$ cat src/rtl/scoreboard_hazard_unit.sv
// Scoreboard-based hazard detection for an in-order pipeline.
// Each architectural register carries a countdown of cycles until its pending
// result becomes forwardable. The ID instruction stalls while one of its
// sources is still counting down. Branch/jalr compares in ID need the result
// BR_EXTRA cycles earlier than EX consumers, so they see a lower threshold.
module scoreboard_hazard_unit #(
  parameter int NREG     = 32,
  parameter int LAT_W    = 4,
  parameter int BR_EXTRA = 1,
  parameter int PERF_W   = 32
) (
  input  logic                    clk,
  input  logic                    reset,
  input  logic [$clog2(NREG)-1:0] rs1_id,
  input  logic [$clog2(NREG)-1:0] rs2_id,
  input  logic                    rs1_used,
  input  logic                    rs2_used,
  input  logic                    is_branch_id,
  input  logic                    wr_en_id,
  input  logic [$clog2(NREG)-1:0] rd_id,
  input  logic [LAT_W-1:0]        lat_id,
  input  logic                    control_bubble,
  input  logic                    mem_stall,
  output logic                    PCWrite,
  output logic                    IF_IDWrite,
  output logic                    ID_EXWrite,
  output logic                    ControlSrc,
  output logic                    busy,
  output logic [PERF_W-1:0]       stall_count
);

  localparam int RW      = $clog2(NREG);
  localparam int LAT_MAX = (1 << LAT_W) - 1;

  // Register 0 is hard-wired zero, so it owns no counter at all.
  logic [LAT_W-1:0]  cnt_q [1:NREG-1];
  logic [LAT_W-1:0]  cnt_d [1:NREG-1];
  logic [PERF_W-1:0] stall_cnt_q, stall_cnt_d;

  logic [LAT_W-1:0] cnt_rs1, cnt_rs2;
  logic             haz_rs1, haz_rs2, stall;
  logic [31:0]      lat_sum;
  logic [LAT_W-1:0] lat_sat;
  logic             issue;
  logic             any_pending;

  // Look up the pending counts of both sources; x0 and out-of-range ids read 0.
  always_comb begin
    cnt_rs1 = '0;
    cnt_rs2 = '0;
    for (int r = 1; r < NREG; r++) begin
      if (rs1_id == RW'(r)) cnt_rs1 = cnt_q[r];
      if (rs2_id == RW'(r)) cnt_rs2 = cnt_q[r];
    end
  end

  // Hazard detection: ID-stage consumers need the value BR_EXTRA cycles sooner.
  always_comb begin
    haz_rs1 = rs1_used && (is_branch_id ? (cnt_rs1 != '0)
                                        : (32'(cnt_rs1) > 32'(BR_EXTRA)));
    haz_rs2 = rs2_used && (is_branch_id ? (cnt_rs2 != '0)
                                        : (32'(cnt_rs2) > 32'(BR_EXTRA)));
    stall   = haz_rs1 || haz_rs2;
  end

  // Countdown loaded on issue, saturated to the counter width.
  always_comb begin
    lat_sum = 32'(lat_id) + 32'(BR_EXTRA);
    lat_sat = (lat_sum > 32'(LAT_MAX)) ? '1 : lat_sum[LAT_W-1:0];
  end

  // Pipeline enables by priority: reset, memory freeze, hazard, flush, normal.
  always_comb begin
    PCWrite    = 1'b1;
    IF_IDWrite = 1'b1;
    ID_EXWrite = 1'b1;
    ControlSrc = 1'b1;
    issue      = 1'b0;
    if (!reset) begin
      if (mem_stall) begin
        PCWrite    = 1'b0;
        IF_IDWrite = 1'b0;
        ID_EXWrite = 1'b0;
      end else if (stall) begin
        PCWrite    = 1'b0;
        IF_IDWrite = 1'b0;
        ControlSrc = 1'b0;
      end else if (control_bubble) begin
        ControlSrc = 1'b0;
      end else begin
        issue = wr_en_id && (rd_id != '0);
      end
    end
  end

  // Counter next state: decrement unless frozen; an issue keeps the later of
  // the old completion and the new one (write-after-write).
  always_comb begin
    for (int r = 1; r < NREG; r++) begin
      cnt_d[r] = cnt_q[r];
      if (!mem_stall && cnt_q[r] != '0) cnt_d[r] = cnt_q[r] - 1'b1;
      if (issue && rd_id == RW'(r) && lat_sat > cnt_d[r]) cnt_d[r] = lat_sat;
    end
    stall_cnt_d = stall_cnt_q;
    if (!mem_stall && stall && stall_cnt_q != '1) stall_cnt_d = stall_cnt_q + 1'b1;
  end

  // State registers with synchronous reset that discards all pending entries.
  always_ff @(posedge clk) begin
    if (reset) begin
      for (int r = 1; r < NREG; r++) cnt_q[r] <= '0;
      stall_cnt_q <= '0;
    end else begin
      for (int r = 1; r < NREG; r++) cnt_q[r] <= cnt_d[r];
      stall_cnt_q <= stall_cnt_d;
    end
  end

  // Busy reflects registered counter state only, forced low while in reset.
  always_comb begin
    any_pending = 1'b0;
    for (int r = 1; r < NREG; r++) any_pending = any_pending | (cnt_q[r] != '0);
    busy        = any_pending && !reset;
    stall_count = stall_cnt_q;
  end

endmodule

$ cat config.mk
export PLATFORM = sky130hd
export DESIGN_NAME = scoreboard_hazard_unit
export DESIGN_NICKNAME = d
export VERILOG_FILES = /design/src/rtl/scoreboard_hazard_unit.sv
export SDC_FILE = /design/constraint.sdc
export NUM_CORES = 1
export LEC_CHECK = 0
export ABC_AREA = 1
export BUFFER_PORTS_ARGS = -buffer_cell sky130_fd_sc_hd__buf_4
export CORE_MARGIN = 2
export CORE_UTILIZATION = 55
export DETAILED_ROUTE_END_ITERATION = 10
export GPL_TIMING_DRIVEN = 0
export HOLD_SLACK_MARGIN = 0.05
export PLACE_DENSITY_LB_ADDON = 0.3
export SLEW_MARGIN = 5
export SYNTH_ARGS = -nofsm -noshare
export SYNTH_HDL_FRONTEND = slang
export SYNTH_SLANG_ARGS = --single-unit
export TNS_END_PERCENT = 1
$ cat constraint.sdc
create_clock -name clk -period 4.7 [get_ports clk]
set_input_delay 0.235 -clock clk [delete_from_list [all_inputs] [get_ports clk]]
set_output_delay 0.235 -clock clk [all_outputs]
set_load 0.02 [all_outputs]
# After elaboration in Yosys (flattened, before gate mapping)
# Memory sizes are Yosys's and may differ from the RTL's.
# Cells that the tools add are included.
# word_totals
elab_cells,534
in_bits,27
out_inout_bits,37
mem_count,1
register_bits,32
mem_bits_rw,124
# memory_table
name,words,word_bits,rd,rd_ports_with_merged_regs,wr,line_no,rtl
cnt_q,31,4,31,0,31,36,logic [LAT_W-1:0] cnt_q [1:NREG-1];
# classes
addsub,33
mux,174
n_eq_ne,94
n_lt_le_gt_ge,34
n_bitwise,61
n_reduce_logical,136
# op_table
cell,count
$mux 4,156
$eq 5x5->1 const B,48
$reduce_bool 4->1,33
$gt 4x4->1,31
$sub 4x1->4 const B,31
$eq 5x4->1 const B,24
$logic_and 1x1->1,99
$or 1x1->1,61
$eq 5x3->1 const B,12
$add 32x1->32 const B,1
$ne 32x32->1 const B,1
$eq 5x2->1 const B,6
$mux 1,18
$eq 5x1->1 const B,3
$gt 4x1->1 const B,2
$add 4x1->5 const B,1
$gt 5x4->1 const B,1
$reduce_bool 5->1,1
$logic_not 1->1,2
$logic_or 1x1->1,1

# Depth between registers and ports, before layout
# Gate-level depths: netlist (run 1).
# logic_depth
ltp_word,43
depth_mapped,32
mapped_depth_nobuf,31

# Worst setup path after synthesis (run 1)
# No wires, ideal clock.
# synth_timing
kind,in2out
from,input rs2_id[3]
to,output PCWrite
stages,27
slack_ps,1721
arrival_time_ps,2744
path_buffers,1
required_ps,4465
path_cell_list,inv_1 nand2_1 inv_1 nand2_1 nor2_2 inv_2 nor2_1 o21bai_1 nand4_1 nor2_1 nand4_1 nand2_1 nand4_1 nand2_1 nand3_1 nand2_1 nand4_1 nand2_1 nand4_1 nand2_1 nand3_1 nand2_1 nand3_1 nand2_2 nand2_1 o21ai_0 buf_4
# synth_between
elab_chain_cells,39
elab_cells_between_ends,70
classes_between,order compare (1); eq/ne (31); mux (35); reduce/logical (3)
# synth_rtl
item,line_no,rtl
from (decl),15,"input logic [$clog2(NREG)-1:0] rs2_id,"
$eq 5x1->1,53,if (rs2_id == RW'(r)) cnt_rs2 = cnt_q[r];
$mux 4 (30 in a row),53,
$mux 4 (*),53,
$gt 4x1->1 or $reduce_bool 4->1 (tied branches),"62, 61",
$mux 1 (*),61,haz_rs2 = rs2_used && (is_branch_id ? (cnt_rs2 != '0)
$logic_and 1x1->1 (*),61,
$logic_or 1x1->1 (*),63,stall = haz_rs1 || haz_rs2;
$mux 1 (*) (3 in a row),n/a,
to (decl),24,"output logic PCWrite,"
# Every way passes the cells marked *; elsewhere a longest branch is shown, timed or not.

==> flow_summary.toml, run 1 <==
[synthesis]
synth_mux_area_frac = 0
netlist_area_um2 = 15600
synth_nets = 2850
ys_seq_elements = 156
yosys.area_share.simple = 0.403
synth_cell_types = 41
yosysSeqAreaShare = 0.200
syn_avg_cell_area_um2 = 5.85
synthXorXnorAreaFrac = 0.0433
synth_top_family_by_area = "simple AND/OR/NAND/NOR gates"
netlist_instances = 2665
ys_warn_count = 0
synth_compound_area_frac = 0.0970
yosys.area_share.adder = 0.127

[worst_setup_path]
critical_path.max_fanout = 4
crit_required_ns = 4.47
crit_type = "register to output port"
rr_endpoint = "cnt_q[1][23]"
crit_arrival_ns = 3.83
r2r_slack_ns = 0.79
crit_path_start_kind = "register"
worstRegToRegCells = 26
critPathCaptureType = "output port"
timing.rr.start = "cnt_q[0][4]"

[clock_network]
cts.repair.resized = 0
hold_buffers = 0
cts.htree.levels = 4
insertion_delay_ns = 0.45
cts_inserted_buffers = 17
cts_tree = "yes"
cts.sinks = 156
clkSlewWorstSetupHoldPaths_ns = 0.07
cts_setup_buffers = 0
ctsRootBufferMaster = "clkbuf_16"
cts_buffer_depth = 2

[die]
io_pins = 64
start_util = 0.559
die_w_um = 172
dieArea_um2 = 29700
core.rowCount = 61
core_um2 = 27900
die_h_um = 172

[hold_path]
holdCritStartpoint = "reset"
whs_endpoint = "stall_count[9]"
hold_class = "input port to register"
hold_path_depth = 3

[grt]
grt_pass1_vias = 16500
track_usage = 0.377
grt_max_degree = 29
grt.overflow.total = 0
antenna_found_initial = 2
grt_pass1_wl_um = 86200

[sta]
period_needed_ns = 4.07
drv_slew = 0
max_freq_mhz = 246
worst_hold_slack_ns = 0.331
fin_crit_sh = 0.865
final.setup_skew_ns = 0.0162
rsz0062_at_grt = "no"
setup_viol = 0
finalHoldViolCount = 0
setup_tns_ns = 0
worst_pin_slew_ns = 1.12
max_slew_margin = 0.251

[drt]
vias = 17700
drc = 0
ant_nets = 0
wl_per_cell_um = 17.8
viasPerCell = 5.64
drt_iter0_markers = 1796
drt-total-wl_um = 55900
first_pass_iters = 6

[power_and_ir_drop]
p_per_area_nw_per_um2 = 581
total_power_mw = 9.99
peakVddDrop_v = 0.000300
power.static_leakage_nw = 8.13

[flow_run]
drv_cap = 0

[status]
outcome = "complete, no violations"

[final_layout]
final_common_cell = "nand2_1"
nets = 2935
layout-drive-gt1-share = 0.0615
final_cell_mix = "723 x nand2_1, 432 x inv_1, 423 x nor2_1"
stdcell_area_um2 = 17200
fillers = 2748
syn2layout_area_growth_pct = 10.3

[placed_design]
port_buffers = 62
gp_congestion = 0.996
dp_hpwl_um = 43900
dpl_cell_area_um2 = 16600
==> sequential cells by signal (all words and copies together), names as in the netlist <==
| register | count |
|---|---|
| cnt_q | 124 |
| stall_count | 32 |
==> stage by stage <==
stage | util | worst slack [ns] | cells
final | 0.617 | 0.634 | 3143
after global routing | 0.617 | 0.508 | 3141
after CTS | 0.617 | 0.807 | 3141
after detailed placement | 0.596 | 0.586 | 3109
after global placement | 0.593 | 0.179 | 3105
after floorplan | - | 1.72 | 2665
==> kinds of logic (layout without fill, tap and decap cells) <==
family	Yosys count	in the layout
xor gates and xnor gates	77	77
DFF	156	156
adders and majority gates	158	158
and+or+nand+nor	1505	1505
AOI/OAI and AO/OA	256	256
buffers and inverters	513	611
other	0	2
==> Yosys cell counts, drive strengths merged <==
| library cell | number | area (µm²) |
|---|---|---|
| a21boi | 4 | 30.0 |
| o21ai | 112 | 561 |
| xnor2 | 13 | 114 |
| ha | 158 | 1980 |
| o21a | 1 | 7.51 |
| inv | 442 | 1660 |
| nor4 | 28 | 175 |
| nor3b | 2 | 15.0 |
| clkinv | 3 | 11.3 |
| a21oi | 52 | 260 |
| a41oi | 1 | 8.76 |
| nor4b | 1 | 8.76 |
| o22ai | 2 | 12.5 |
| o211ai | 5 | 37.5 |
| nand4 | 60 | 382 |
| nand3 | 179 | 901 |
| nand2 | 726 | 2730 |
| a221oi | 25 | 219 |
| or4 | 1 | 7.51 |
| dfxtp | 156 | 3120 |
| xor2 | 64 | 561 |
| o2111ai | 1 | 8.76 |
| nor3 | 57 | 285 |
| a22oi | 1 | 7.51 |
| buf | 47 | 263 |
| nand3b | 1 | 7.51 |
| nor2 | 450 | 1770 |
| clkbuf | 21 | 78.8 |
| a31oi | 25 | 156 |
| o21bai | 27 | 203 |
==> metal layers <==
metal / wire, µm / vias to the layer above / part of all wire / track usage
li1: - / 8664 / - / -
met1: 23400 / 8073 / 0.42 / 0.481
met2: 25100 / 844 / 0.45 / 0.622
met3: 5020 / 148 / 0.090 / 0.0639
met4: 2430 / 0 / 0.043 / 0.175
met5: 0 / - / 0 / 0
==> power by group <==
group | switching, mW | internal (mW) | total, mW
sequential | 0.485 | 1.76 | 2.24
clock | 0.667 | 0.758 | 1.43
combinational | 4.00 | 2.32 | 6.32
==> cell type report <==
cell class | instances | area, µm² | share of cell area
Multi-Input combinational cell | 1996 | 10400 | 0.608
Tap cell | 378 | 473 | 0.0275
Clock inverter | 13 | 130 | 0.00757
Inverter | 445 | 1670 | 0.0972
Clock buffer | 19 | 443 | 0.0258
Antenna cell | 2 | 5.00 | 0.000291
Sequential cell | 156 | 3120 | 0.182
Buffer | 68 | 343 | 0.0200
Timing Repair Buffer | 66 | 546 | 0.0318
==> worst max-delay path by stage <==
stage,from,end,slack [ns],depth (start not counted)
3_5_place_dp,rs2_id[3],cnt_q[1][21],0.59,32
4_1_cts,cnt_q[0][4],PCWrite,0.81,23
5_1_grt,cnt_q[0][4],PCWrite,0.51,23
3_3_place_gp,lat_id[0],cnt_q[0][63],0.18,17
2_1_floorplan,rs2_id[3],PCWrite,1.72,27
6_report,cnt_q[0][4],PCWrite,0.63,23
==> worst max-delay path, cell delays in order, from the launching register on <==
cell and delay [ns]:
dfxtp_1 0.35, nand4_1 0.11, o21ai_1 0.06, nor2_1 0.14
nand4_1 0.11, nor2_1 0.15, nand4_1 0.12, nor2_1 0.15
nand4_1 0.14, nor2_1 0.21, nand4_1 0.14, nand2_1 0.11
nand4_1 0.11, nor2_1 0.18, nand4_1 0.11, nand2_1 0.09
nand3_1 0.09, nand2_1 0.07, nand3_1 0.08, nand2_1 0.13
nand2_1 0.12, o21ai_0 0.30, buf_4 0.17, buf_4 0.12
No activity file was read; power rests on OpenSTA's default activity.
==> inputs of run 2 (changes only) <==
Settings changed: CORE_MARGIN 2 to 5.
==> run 2 against run 1 <==
Effect of this change: clock skew is essentially flat; die area grew 7.1%; largest cell class unchanged; global-route usage shrank 2.8 points.
==> flow_summary.toml, run 2 (synthesis results as in run 1) <==
[placed_design]
dp.cells = 3109
dp_hpwl_um = 44400
port_buffers = 62
gp_congestion = 1.00

[grt]
grt_max_degree = 29
grt_pass1_wl_um = 87300
antenna_found_initial = 3
track_usage = 0.349
grt_pass1_vias = 16700
grt.overflow.total = 0

[final_layout]
fillers = 2768
nets = 2935
final-instance-count-excl-fill = 3141
antennaDiodeCount = 0
layout-drive-gt1-share = 0.0615
syn2layout_area_growth_pct = 10.2
regMostFlops = "cnt_q"
final_common_cell = "nand2_1"
final_cell_mix = "723 x nand2_1, 432 x inv_1, 423 x nor2_1"
largest_reg_flops = 124

[die]
core.rowCount = 61
start_util = 0.559
io_pins = 64
die_h_um = 178
dieArea_um2 = 31800
die_w_um = 178
core_um2 = 27900

[worst_setup_path]
cp_cell_sequence = "nand4_1, o21ai_1, nor2_1, nand4_1, nor2_1, nand4_1, nor2_1, nand4_1, nor2_1, nand4_1, nand2_1, nand4_1, nor2_1, nand4_1, nand2_1, nand3_1, nand2_1, nand3_1, nand2_1, nand2_1, o21ai_0, buf_4, buf_4"
slowest_delay_ns = 0.37
crit_path_start_kind = "register"
crit_slowest_cell = "dfxtp_1"
crit_type = "register to output port"
critPathCaptureType = "output port"
critPathTopFamily = "simple AND/OR/NAND/NOR gates"
critical_path.max_fanout = 4
cp_num_buf_inv = 2
cpMostUsedCell = "nand4_1"
crit_arrival_ns = 3.90
crit_required_ns = 4.47

[sta]
setup_tns_ns = 0
setup_viol = 0
final.setup_skew_ns = 0.0164
rsz0062_at_grt = "no"
finalHoldViolCount = 0
max_slew_margin = 0.226
worst_pin_slew_ns = 1.16
period_needed_ns = 4.13
fin_crit_sh = 0.879
max_freq_mhz = 242
drv_slew = 0
worst_hold_slack_ns = 0.319

[clock_network]
cts_buffer_depth = 2
clkSlewWorstSetupHoldPaths_ns = 0.08
cts.sinks = 156
ctsRootBufferMaster = "clkbuf_16"
hold_buffers = 0
insertion_delay_ns = 0.45
cts.htree.levels = 4
cts_inserted_buffers = 17
cts.repair.resized = 0
cts_tree = "yes"
cts_setup_buffers = 0

[power_and_ir_drop]
power.static_leakage_nw = 8.13
p_per_area_nw_per_um2 = 581
peakVddDrop_v = 0.000285

[drt]
drc = 0
ant_nets = 0
drt_iter0_markers = 1970
viasPerCell = 5.65
first_pass_iters = 6
vias = 17700
wl_per_cell_um = 17.7
drt-total-wl_um = 55800

[flow_run]
drv_cap = 0

[hold_path]
hold_class = "input port to register"

[status]
outcome = "complete, no violations"
## run 2: final timing paths
kind	from	endpoint	slack [ns]	cells after the start
worst min-delay path	reset	stall_count[9]	0.32	3
worst max register to register	cnt_q[0][4]	cnt_q[1][39]	0.60	26
worst max-delay path	cnt_q[0][4]	PCWrite	0.57	23
worst min register to register	stall_count[25]	stall_count[25]	0.51	2
## run 2: metal layers
layer / up-vias / part of all wire / track usage / wire length (µm)
li1: 8664 / - / - / -
met5: - / 0.00068 / 0 / 38
met3: 173 / 0.090 / 0.0680 / 5010
met4: 6 / 0.047 / 0.155 / 2630
met2: 850 / 0.45 / 0.573 / 24900
met1: 8056 / 0.42 / 0.445 / 23200
## run 2: area by class of cell
type                       instances  area, µm²  area share
multi-input combinational       1996      10400       0.608
inverter                         445       1670      0.0973
buffer                            68        343      0.0200
timing repair buffer              66        561      0.0326
clock buffer                      18        429      0.0250
clock inverter                    14        128     0.00743
sequential                       156       3120       0.182
tap                              378        473      0.0275
## run 2: stage by stage
stage	setup slack [ns]	util	area, µm²	power [mW]
final	0.567	0.617	17200	9.98
after global routing	0.464	0.617	17200	11.0
after CTS	0.708	0.617	17200	9.85
after detailed placement	0.486	0.597	16600	8.43
after global placement	0.0781	0.593	16500	8.04
after floorplan	1.72	-	15600	6.74
## run 2: where the power goes
part           switching (mW)  total [mW]  internal, mW
combinational            4.02        6.35          2.33
sequential              0.484        2.24          1.76
clock                   0.690        1.39         0.702
total                    5.19        9.98          4.79
## run 2: worst reg2reg max path, cell delays in order (launching register included)
cell     delay [ns]
dfxtp_1        0.37
nand4_1        0.12
o21ai_1        0.07
nor2_1         0.13
nand4_1        0.13
nor2_1         0.15
nand4_1        0.13
nor2_1         0.14
nand4_1        0.13
nor2_1         0.22
nand4_1        0.16
nand2_1        0.11
nand4_1        0.10
nor2_1         0.18
nand4_1        0.12
nand2_1        0.10
nand3_1        0.12
nand2_1        0.08
nand3_1        0.08
nand2_1        0.14
nand3_2        0.12
nor2_4         0.40
buf_6          0.27
buf_6          0.17
nand3_1        0.09
nand2_1        0.10
nor2_1         0.05
